$ cat src/rtl/pong_engine.sv
// ---------------------------------------------------------------------------
// pong_engine
//   Frame-rate game-state engine for Pong. Owns both paddles, the ball
//   (position and velocity), wall/paddle collisions, scoring and the
//   serve -> play -> point -> game-over flow. All state advances only on a
//   clk edge where frame_tick is high; outputs hold between ticks.
//
//   Optional build macro: PONG_ANGLE_EN
//     When defined, the part of the paddle that a ball hits picks the
//     ball's vertical direction (top third up, bottom third down, middle
//     third unchanged). When undefined, paddle hits never change vy.
//
//   Ports
//     clk                  : system/pixel clock
//     rst                  : synchronous reset, active-high
//     frame_tick           : one-cycle pulse per frame, advances the game
//     p1_up/p1_dn/p1_srv   : player 1 controls (level, active-high)
//     p2_up/p2_dn/p2_srv   : player 2 controls (level, active-high)
//     p1_y, p2_y           : paddle top y
//     ball_x, ball_y       : ball top-left
//     p1_score, p2_score   : scores
//     state                : 0=SERVE 1=PLAY 2=POINT 3=OVER
//     game_over            : high while in OVER
//
//   Handshake: none. frame_tick is a strobe; inputs are sampled on the
//   edge where frame_tick=1 and the result is visible one clk later.
// ---------------------------------------------------------------------------
module pong_engine #(
    parameter int SCREEN_W     = 640,
    parameter int SCREEN_H     = 480,
    parameter int PADDLE_W     = 10,
    parameter int PADDLE_H     = 50,
    parameter int BALL_SZ      = 10,
    parameter int P1_X         = 40,
    parameter int P2_X         = 600,
    parameter int PADDLE_SPD   = 4,
    parameter int BALL_SPD     = 2,
    parameter int SCORE_W      = 4,
    parameter int WIN_SCORE    = 9,
    parameter int POINT_FRAMES = 60
) (
    input  logic               clk,
    input  logic               rst,
    input  logic               frame_tick,
    input  logic               p1_up,
    input  logic               p1_dn,
    input  logic               p1_srv,
    input  logic               p2_up,
    input  logic               p2_dn,
    input  logic               p2_srv,
    output logic [9:0]         p1_y,
    output logic [9:0]         p2_y,
    output logic [9:0]         ball_x,
    output logic [9:0]         ball_y,
    output logic [SCORE_W-1:0] p1_score,
    output logic [SCORE_W-1:0] p2_score,
    output logic [1:0]         state,
    output logic               game_over
);

    typedef enum logic [1:0] {
        ST_SERVE = 2'd0,
        ST_PLAY  = 2'd1,
        ST_POINT = 2'd2,
        ST_OVER  = 2'd3
    } state_t;

    localparam int HOLD_W = $clog2(POINT_FRAMES + 1);

    localparam logic [9:0] C_PAD_Y0   = 10'((SCREEN_H - PADDLE_H) / 2);
    localparam logic [9:0] C_BALL_X0  = 10'((SCREEN_W - BALL_SZ) / 2);
    localparam logic [9:0] C_BALL_Y0  = 10'((SCREEN_H - BALL_SZ) / 2);
    localparam logic [9:0] C_PAD_MAX  = 10'(SCREEN_H - PADDLE_H);
    localparam logic [9:0] C_BY_MAX   = 10'(SCREEN_H - BALL_SZ);
    localparam logic [9:0] C_P1_STOP  = 10'(P1_X + PADDLE_W);
    localparam logic [9:0] C_P2_STOP  = 10'(P2_X - BALL_SZ);

    // Signed 11-bit working constants: positions plus velocity can go
    // slightly negative or past the screen edge without wrapping.
    localparam logic signed [10:0] S_ZERO     = 11'sd0;
    localparam logic signed [10:0] S_PAD_MAX  = 11'(SCREEN_H - PADDLE_H);
    localparam logic signed [10:0] S_BX_MAX   = 11'(SCREEN_W - BALL_SZ);
    localparam logic signed [10:0] S_BY_MAX   = 11'(SCREEN_H - BALL_SZ);
    localparam logic signed [10:0] S_PAD_SPD  = 11'(PADDLE_SPD);
    localparam logic signed [10:0] S_BALL_SPD = 11'(BALL_SPD);
    localparam logic signed [10:0] S_BALL_SZ  = 11'(BALL_SZ);
    localparam logic signed [10:0] S_PAD_H    = 11'(PADDLE_H);
    localparam logic signed [10:0] S_P1_X     = 11'(P1_X);
    localparam logic signed [10:0] S_P1_RIGHT = 11'(P1_X + PADDLE_W);
    localparam logic signed [10:0] S_P2_X     = 11'(P2_X);
    localparam logic signed [10:0] S_P2_RIGHT = 11'(P2_X + PADDLE_W);

    localparam logic [SCORE_W-1:0] C_WIN  = SCORE_W'(WIN_SCORE);
    localparam logic [HOLD_W-1:0]  C_HOLD = HOLD_W'(POINT_FRAMES - 1);

    // Registered game state
    state_t              r_state;
    logic                r_game_over;
    logic                r_server_p2;   // 0: P1 serves, 1: P2 serves
    logic                r_vx_neg;      // ball moving left
    logic                r_vy_neg;      // ball moving up
    logic [9:0]          r_p1_y;
    logic [9:0]          r_p2_y;
    logic [9:0]          r_ball_x;
    logic [9:0]          r_ball_y;
    logic [SCORE_W-1:0]  r_p1_score;
    logic [SCORE_W-1:0]  r_p2_score;
    logic [HOLD_W-1:0]   r_hold;

    // Move a paddle by one step and clamp it to the playfield.
    function automatic logic [9:0] f_paddle_next(input logic [9:0] cur,
                                                 input logic       up,
                                                 input logic       dn);
        logic signed [10:0] v;
        v = $signed({1'b0, cur});
        if (up && !dn) begin
            v = v - S_PAD_SPD;
        end else if (dn && !up) begin
            v = v + S_PAD_SPD;
        end
        if (v < S_ZERO) begin
            return 10'd0;
        end else if (v > S_PAD_MAX) begin
            return C_PAD_MAX;
        end
        return v[9:0];
    endfunction

    logic [9:0]          w_p1_next;
    logic [9:0]          w_p2_next;
    logic signed [10:0]  w_p1_top;
    logic signed [10:0]  w_p2_top;
    logic signed [10:0]  w_vx;
    logic signed [10:0]  w_vy;
    logic signed [10:0]  w_nx;
    logic signed [10:0]  w_ny;
    logic                w_score_p2;
    logic                w_score_p1;
    logic                w_p1_hit;
    logic                w_p2_hit;
    logic                w_srv_ok;
    logic [SCORE_W-1:0]  w_p1_inc;
    logic [SCORE_W-1:0]  w_p2_inc;
    logic                w_win;
    logic [9:0]          w_hit_bx;
    logic                w_hit_vx_neg;
    logic                w_pad_vy_neg;
    logic [9:0]          w_new_by;
    logic                w_new_vy_neg;

    assign w_p1_next = f_paddle_next(r_p1_y, p1_up, p1_dn);
    assign w_p2_next = f_paddle_next(r_p2_y, p2_up, p2_dn);

    assign w_p1_top = $signed({1'b0, r_p1_y});
    assign w_p2_top = $signed({1'b0, r_p2_y});
    assign w_vx     = r_vx_neg ? -S_BALL_SPD : S_BALL_SPD;
    assign w_vy     = r_vy_neg ? -S_BALL_SPD : S_BALL_SPD;
    assign w_nx     = $signed({1'b0, r_ball_x}) + w_vx;
    assign w_ny     = $signed({1'b0, r_ball_y}) + w_vy;

    // Scoring takes priority over any collision.
    assign w_score_p2 = (w_nx <= S_ZERO);
    assign w_score_p1 = !w_score_p2 && (w_nx >= S_BX_MAX);

    // Paddle collisions use the paddle position from before this frame's move.
    assign w_p1_hit = r_vx_neg && (w_nx <= S_P1_RIGHT) && (w_nx + S_BALL_SZ > S_P1_X)
                   && (w_ny + S_BALL_SZ > w_p1_top) && (w_ny < w_p1_top + S_PAD_H);
    assign w_p2_hit = !r_vx_neg && (w_nx + S_BALL_SZ >= S_P2_X) && (w_nx < S_P2_RIGHT)
                   && (w_ny + S_BALL_SZ > w_p2_top) && (w_ny < w_p2_top + S_PAD_H);

    assign w_srv_ok = r_server_p2 ? p2_srv : p1_srv;
    assign w_p1_inc = r_p1_score + SCORE_W'(1);
    assign w_p2_inc = r_p2_score + SCORE_W'(1);
    assign w_win    = w_score_p1 ? (w_p1_inc == C_WIN) : (w_p2_inc == C_WIN);

    always_comb begin
        w_hit_bx     = w_nx[9:0];
        w_hit_vx_neg = r_vx_neg;
        if (w_p1_hit) begin
            w_hit_bx     = C_P1_STOP;
            w_hit_vx_neg = 1'b0;
        end else if (w_p2_hit) begin
            w_hit_bx     = C_P2_STOP;
            w_hit_vx_neg = 1'b1;
        end
    end

`ifdef PONG_ANGLE_EN
    localparam logic signed [10:0] S_BALL_HALF = 11'(BALL_SZ / 2);
    localparam logic signed [12:0] S_THIRD_1   = 13'(PADDLE_H);
    localparam logic signed [12:0] S_THIRD_2   = 13'(2 * PADDLE_H);

    logic signed [10:0] w_pad_top;
    logic signed [10:0] w_rel;
    logic signed [12:0] w_rel3;

    // Ball centre relative to the struck paddle's top, scaled by 3 so the
    // thirds compare against PADDLE_H and 2*PADDLE_H without division.
    assign w_pad_top = w_p1_hit ? w_p1_top : w_p2_top;
    assign w_rel     = w_ny + S_BALL_HALF - w_pad_top;
    assign w_rel3    = $signed({{2{w_rel[10]}}, w_rel}) * 13'sd3;

    always_comb begin
        w_pad_vy_neg = r_vy_neg;
        if (w_p1_hit || w_p2_hit) begin
            if (w_rel3 < S_THIRD_1) begin
                w_pad_vy_neg = 1'b1;
            end else if (w_rel3 >= S_THIRD_2) begin
                w_pad_vy_neg = 1'b0;
            end
        end
    end
`else
    assign w_pad_vy_neg = r_vy_neg;
`endif

    // Walls apply after any paddle deflection.
    always_comb begin
        w_new_by     = w_ny[9:0];
        w_new_vy_neg = w_pad_vy_neg;
        if (w_ny <= S_ZERO) begin
            w_new_by     = 10'd0;
            w_new_vy_neg = 1'b0;
        end else if (w_ny >= S_BY_MAX) begin
            w_new_by     = C_BY_MAX;
            w_new_vy_neg = 1'b1;
        end
    end

    always_ff @(posedge clk) begin
        if (rst) begin
            r_state     <= ST_SERVE;
            r_game_over <= 1'b0;
            r_server_p2 <= 1'b0;
            r_vx_neg    <= 1'b0;
            r_vy_neg    <= 1'b0;
            r_p1_y      <= C_PAD_Y0;
            r_p2_y      <= C_PAD_Y0;
            r_ball_x    <= C_BALL_X0;
            r_ball_y    <= C_BALL_Y0;
            r_p1_score  <= '0;
            r_p2_score  <= '0;
            r_hold      <= '0;
        end else if (frame_tick) begin
            if (r_state != ST_OVER) begin
                r_p1_y <= w_p1_next;
                r_p2_y <= w_p2_next;
            end
            case (r_state)
                ST_SERVE: begin
                    if (w_srv_ok) begin
                        r_vx_neg <= r_server_p2;   // launch away from the server
                        r_vy_neg <= 1'b0;
                        r_state  <= ST_PLAY;
                    end
                end
                ST_PLAY: begin
                    if (w_score_p1 || w_score_p2) begin
                        r_ball_x    <= C_BALL_X0;
                        r_ball_y    <= C_BALL_Y0;
                        r_server_p2 <= w_score_p1;  // loser serves next
                        if (w_score_p1) begin
                            r_p1_score <= w_p1_inc;
                        end else begin
                            r_p2_score <= w_p2_inc;
                        end
                        if (w_win) begin
                            r_state     <= ST_OVER;
                            r_game_over <= 1'b1;
                        end else begin
                            r_state <= ST_POINT;
                            r_hold  <= C_HOLD;
                        end
                    end else begin
                        r_ball_x <= w_hit_bx;
                        r_ball_y <= w_new_by;
                        r_vx_neg <= w_hit_vx_neg;
                        r_vy_neg <= w_new_vy_neg;
                    end
                end
                ST_POINT: begin
                    if (r_hold == '0) begin
                        r_state <= ST_SERVE;
                    end else begin
                        r_hold <= r_hold - HOLD_W'(1);
                    end
                end
                ST_OVER: begin
                    if (p1_srv || p2_srv) begin
                        r_p1_score  <= '0;
                        r_p2_score  <= '0;
                        r_server_p2 <= 1'b0;
                        r_ball_x    <= C_BALL_X0;
                        r_ball_y    <= C_BALL_Y0;
                        r_state     <= ST_SERVE;
                        r_game_over <= 1'b0;
                    end
                end
                default: r_state <= ST_SERVE;
            endcase
        end
    end

    assign p1_y      = r_p1_y;
    assign p2_y      = r_p2_y;
    assign ball_x    = r_ball_x;
    assign ball_y    = r_ball_y;
    assign p1_score  = r_p1_score;
    assign p2_score  = r_p2_score;
    assign state     = r_state;
    assign game_over = r_game_over;

endmodule

$ cat config.mk
export PLATFORM = sky130hd
export DESIGN_NAME = pong_engine
export DESIGN_NICKNAME = d
export VERILOG_FILES = /design/src/rtl/pong_engine.sv
export SDC_FILE = /design/constraint.sdc
export NUM_CORES = 1
export LEC_CHECK = 0
export CAP_MARGIN = 20
export CORE_ASPECT_RATIO = 1.1
export CORE_UTILIZATION = 55
export CTS_BUF_LIST = sky130_fd_sc_hd__clkbuf_8
export DETAILED_ROUTE_END_ITERATION = 12
export GPL_ROUTABILITY_DRIVEN = 0
export PLACE_DENSITY_LB_ADDON = 0.3
export SYNTH_ARGS = -nofsm -noshare
export SYNTH_HDL_FRONTEND = slang
export SYNTH_SLANG_ARGS = --single-unit
$ cat constraint.sdc
create_clock -name clk -period 4.9 [get_ports clk]
set_clock_uncertainty 0.1 [all_clocks]
set_input_delay 0.735 -clock clk [delete_from_list [all_inputs] [get_ports clk]]
set_output_delay 0.735 -clock clk [all_outputs]
set_load 0.05 [all_outputs]
==> load_flow_metrics.sql <==
INSERT INTO impl_metrics (metric_group, metric, value, unit) VALUES
('drt', 'remaining_drc_errors', '0', ''),
('power', 'p_leak', '2.779', 'nW'),
('worst_hold_path', 'min_path_type', 'reg2reg', ''),
('layout', 'final_nets', '903', ''),
('die', 'dieArea', '11270', 'um2'),
('sta', 'setup_total_negative_slack', '0', 'ps'),
('drt', 'dr.first_iter.drc_count', '458', ''),
('setup_path', 'crit_arrival', '4700', 'ps'),
('clock_tree', 'cts_max_path_buffers', '2', ''),
('setup_path', 'worst_path_class_setup', 'reg2reg', ''),
('power', 'powerDensity', '266.7', 'nW/um2'),
('global_routing', 'grt_first_pass_wirelength', '26700', 'um'),
('drt', 'overall_via_count_from_detail_route', '6071', ''),
('layout', 'final_layout_size_suffix_gt1_share', '6.659', '%'),
('yosys', 'synth-seq-cells', '60', ''),
('setup_path', 'critical_path_buf_inv_count', '1', ''),
('clock_tree', 'post-cts-setup-buffers', '0', ''),
('placed_design', 'placement.io_buffers', '59', ''),
('yosys', 'synth_top_cells_by_area', 'sky130_fd_sc_hd__dfxtp_1 (20%), sky130_fd_sc_hd__ha_1 (15%), sky130_fd_sc_hd__xnor2_1 (6.3%)', ''),
('die', 'floorplan.die.height', '111.2', 'um'),
('sta', 'highest_achievable_clock_rate', '220.3', 'MHz'),
('setup_path', 'critPathSlowestCell', 'sky130_fd_sc_hd__dfxtp_2', ''),
('sta', 'slew_violations', '0', ''),
('sta', 'tightestPinTransition', '868.3', 'ps'),
('power', 'netSwitchingPower', '724.0', 'uW'),
('clock_tree', 'cts_root_buf', 'sky130_fd_sc_hd__clkbuf_8', ''),
('yosys', 'synth_seq_area_share', '20.14', '%'),
('clock_tree', 'clock-sinks', '60', ''),
('clock_tree', 'ctsResizeCount', '0', ''),
('global_routing', 'globalRoute.totalOverflow', '0', ''),
('yosys', 'netlist_cell_types', '82', ''),
('setup_path', 'critical-path-top-delay-family', 'compound AO/OA/AOI/OAI gates', ''),
('clock_tree', 'cts_max_level', '3', ''),
('setup_path', 'worst_path_largest_cell_delay', '490', 'ps'),
('yosys', 'synth.most_common_cell', 'sky130_fd_sc_hd__nand2_1', ''),
('die', 'floorplan.die.width', '101.3', 'um'),
('global_routing', 'grt_max_degree', '47', ''),
('power', 'power.clock.fraction', '28.2', '%'),
('run_status', 'result_of_the_run', 'finished, final reports clean', ''),
('yosys', 'synth_nets', '857', ''),
('power', 'switching_share', '39.46', '%'),
('drt', 'wire_length_after_detailed_routing', '16150', 'um'),
('power', 'power.sequential.fraction', '29.5', '%'),
('layout', 'diodes', '0', ''),
('drt', 'avg_wl_per_cell', '16.67', 'um'),
('setup_path', 'critical_path_peak_fanout', '13', ''),
('sta', 'final_period_minus_worst_setup_slack', '4540', 'ps'),
('drt', 'antenna_left', '0', ''),
('setup_path', 'worstSetupStartpointType', 'flop', ''),
('global_routing', 'antenna_found_initial', '0', ''),
('global_routing', 'via_count_of_the_first_global_routing_pass', '5683', ''),
('global_routing', 'grt_use_total', '29.12', '%'),
('run', 'max_cap_violations', '0', ''),
('clock_tree', 'cts_tree', 'built', ''),
('clock_tree', 'clock_buffers_created_by_tritoncts', '9', ''),
('setup_path', 'crit_path_cell_trace', 'ha_1, a21o_1, a22oi_2, mux2i_1, a221o_1, inv_1, nand4_1, xnor2_1, ha_1, nand4_1, a211oi_1, o31ai_1, a311oi_1, nand3_1, a21bo_1, a221oi_2', ''),
('power', 'p_total', '1.835', 'mW'),
('die', 'io_pins', '60', ''),
('yosys', 'yosys.area.top_type_share', '20.14', '%'),
('power', 'cell_internal_pwr', '1.111', 'mW'),
('power', 'pwr-share-comb', '42.3', '%'),
('layout', 'fill_cells', '881', ''),
('yosys', 'syn-cell-area', '5964', 'um2'),
('sta', 'share_of_the_clock_period_used_by_the_worst_path_after_layout', '92.65', '%'),
('drt', 'post_drt_via_cell_ratio', '6.265', ''),
('yosys', 'synth.top_cells.by_count', 'sky130_fd_sc_hd__nand2_1 (75), sky130_fd_sc_hd__ha_1 (70), sky130_fd_sc_hd__nor2_1 (61)', ''),
('layout', 'area.growth.synth_to_final', '15.31', '%'),
('yosys', 'synth_flop_cell', 'sky130_fd_sc_hd__dfxtp_1', ''),
('setup_path', 'worst-r2r-setup-slack', '360', 'ps'),
('clock_tree', 'cts.clk_slew.worst_paths', '70', 'ps'),
('sta', 'rsz0062_at_grt', 'false', '');
==> state kept, by name, indices dropped and copies added, names as in the netlist <==
register and cells:
ball_x 10, ball_y 10, game_over 1, p1_score 4, p1_y 10, p2_score 4
p2_y 10, r_hold 6, r_server_p2 1, r_vx_neg 1, r_vy_neg 1, state 2
==> power by group through the flow <==
stage          clock network, mW  registers [mW]  logic, mW
6_report                   0.518           0.541      0.776
5_1_grt                    0.545           0.544      0.842
4_1_cts                    0.521           0.540      0.763
3_5_place_dp                   0           0.551      0.756
3_3_place_gp                   0           0.551      0.737
2_1_floorplan                  0           0.597      0.537
==> per-stage QoR <==
stage | worst slack [ps] | utilization [%] | cell area, um2 | hold slack, ps | std cells
2_1_floorplan | 684.0 | - | 5964 | 349.6 | 776
3_3_place_gp | 548.3 | 63.34 | 6645 | 366.9 | 954
3_5_place_dp | 279.6 | 63.34 | 6645 | 363.0 | 954
4_1_cts | 253.5 | 65.47 | 6869 | 390.4 | 969
5_1_grt | 35.04 | 65.56 | 6878 | 412.9 | 969
6_report | 360.2 | 65.56 | 6878 | 389.3 | 969
==> worst paths after layout <==
| check | from | to | depth (start not counted) |
|---|---|---|---|
| max | r_vy_neg$_SDFFE_PP0P_ | r_vx_neg$_SDFFE_PP0P_ | 16 |
| min | ball_y[4]$_SDFFE_PP0P_ | ball_y[4]$_SDFFE_PP0P_ | 2 |
| max reg2reg | r_vy_neg$_SDFFE_PP0P_ | r_vx_neg$_SDFFE_PP0P_ | 16 |
| min reg2reg | ball_y[4]$_SDFFE_PP0P_ | ball_y[4]$_SDFFE_PP0P_ | 2 |
==> tightest hold or removal path, delay by kind of cell (launching register included) <==
| family | cells | cell delay, ps |
|---|---|---|
| AO/OA/AOI/OAI | 1 | 50 |
| flip-flops | 1 | 330 |
| AND/OR/NAND/NOR | 1 | 60 |
==> cells by family after synthesis <==
logic type      share of synthesized area (%)
fa+ha+maj                               15.36
flops                                   20.14
compound gates                          25.43
xor+xnor                                8.055
buf+inv                                 4.133
simple gates                            25.51
mux                                     1.385
==> layout make-up <==
class	instances	area [um2]	area share (%)
tap	143	178.9	2.601
inverter	34	127.6	1.856
timing repair buffer	63	620.6	9.023
clock buffer	11	151.4	2.201
sequential	60	1202	17.48
clock inverter	4	72.57	1.055
multi-input combinational	654	4524	65.78
==> routing by layer <==
layer | global-route usage [%] | share of wire (%)
met5 | 0 | 0
met4 | 12.95 | 3.5
met3 | 4.918 | 5.8
met2 | 49.34 | 48
met1 | 35.59 | 42
==> placed cells by master, fill, tap and decap left out, types with 11 or more instances in the layout <==
cell,instances
sky130_fd_sc_hd__a21o_1,17
sky130_fd_sc_hd__a21oi_1,60
sky130_fd_sc_hd__and2_1,13
sky130_fd_sc_hd__clkbuf_8,11
sky130_fd_sc_hd__clkdlybuf4s50_1,59
sky130_fd_sc_hd__dfxtp_1,59
sky130_fd_sc_hd__ha_1,70
sky130_fd_sc_hd__inv_1,30
sky130_fd_sc_hd__nand2_1,75
sky130_fd_sc_hd__nand2b_1,15
sky130_fd_sc_hd__nand3_1,37
sky130_fd_sc_hd__nand4_1,15
sky130_fd_sc_hd__nor2_1,61
sky130_fd_sc_hd__nor2b_1,15
sky130_fd_sc_hd__nor3_1,22
sky130_fd_sc_hd__o21a_1,11
sky130_fd_sc_hd__o21ai_0,50
sky130_fd_sc_hd__xnor2_1,42
No activity file was read; power rests on OpenSTA's default activity.
==> edit (config.mk and constraints unchanged) <==
Make the reset (`rst`) asynchronous in one clocked block. Comments in the files are not updated.
--- a/src/rtl/pong_engine.sv
+++ b/src/rtl/pong_engine.sv
@@ -227,7 +227,7 @@
         end
     end
 
-    always_ff @(posedge clk) begin
+    always_ff @(posedge clk or posedge rst) begin
         if (rst) begin
             r_state     <= ST_SERVE;
             r_game_over <= 1'b0;
Function: differs if rst is asserted again (counterexample within 4 cycles, from zero or initial values and one cycle with rst high); with rst held inactive, the same outputs for 4 cycles.
==> edit against the unedited design <==
Count of clock-buffer cells in the layout down 2. Worst setup slack worse by 0.14 ns. Routed wire length decreased by 2.7%. Final area is 2.1% higher. Sequential cell count unchanged. Maximum frequency is 3.0% lower. Cell count down 4.5%. Critical path depth decreased by 1. Synthesized area increased by 1.7%. Critical endpoint is now ball_x[3].
Power is not shown: default switching activity piles up to over one toggle a cycle in this logic, so the estimate is an artifact.
==> edit: results (changes against the unedited design) <==
status: "finished, final reports clean"  # unchanged
setup.worst_path.start: "r_vy_neg"  # unchanged
worst_hold_path.num_cells: 1  # was 2
layout-drive-gt1-share_pct: 9.21  # was 6.66%
grtUsageTotal_pct: 29.0  # was 29.1%
critPathMaxFanout: 14  # was 13
r2r_end: "ball_x[3]"  # was r_vx_neg
grt_start_max_net_pins: 61  # was 47
fin_nets: 858  # was 903
syn_area_per_cell_um2: 8.40  # was 7.69 um2
placed_cells: 909  # was 954
arrival_ns: 4.83  # was 4.70 ns
r2r_slack_ns: 0.22  # was 0.36 ns
reg2reg_depth: 15  # was 16
placed_area_mm2: 0.00680  # was 0.00665 mm2
slew_headroom_pct: 45.5  # was 42.0%
synth_top_area_share_pct: 14.9  # was 20.1%
synth_compound_area_share_pct: 24.8  # was 25.4%
grt_pass1_vias: 5582  # was 5,683
finalNonFillerCells: 925  # was 969
synthMuxAreaShare_pct: 1.03  # was 1.38%
pre_cts_slack_ns: 0.201  # was 0.280 ns
hold_start: "p1_y[0]"  # was ball_y[4]
wl_um: 15700  # was 16,200 um
slowest_stage: "dfrtp_2"  # was dfxtp_2
dp_hpwl_um: 12000  # was 12,300 um
synth-xor-area-share_pct: 8.36  # was 8.06%
async_reset_ff_share_pct: 100  # was 0%
edit: metal layers:
layer | share of wire [%] | track usage, % | wire length (um)
met5 | 0 | 0 | 0
met1 | 45 | 39.8 | 7050
met3 | 5.5 | 4.11 | 866
met4 | 2.6 | 11.4 | 416
met2 | 47 | 45.8 | 7380
edit: final cells by class:
type                       instances  area [um2]
sequential                        60        1530
multi-input combinational        591        4270
clock buffer                       9         124
fill                             888        3520
inverter                          46         173
tap                              143         179
clock inverter                     7        76.3
timing repair buffer              69         666
edit: timing repair:
| item | in CTS | in global routing |
|---|---|---|
| setup endpoints to repair | 0 | 11 |
| hold endpoints to repair | 0 | 0 |
| gates resized for setup | 0 | 3 |
edit: worst max-delay path by stage:
stage,endpoint,slack [ns],depth (start not counted)
final,ball_x[3],0.22,15
after global routing,ball_x[9],0.03,15
after floorplan,ball_x[1],0.58,17
after detailed placement,ball_x[5],0.20,13
after global placement,ball_x[5],0.43,13
after CTS,ball_x[3],0.17,13
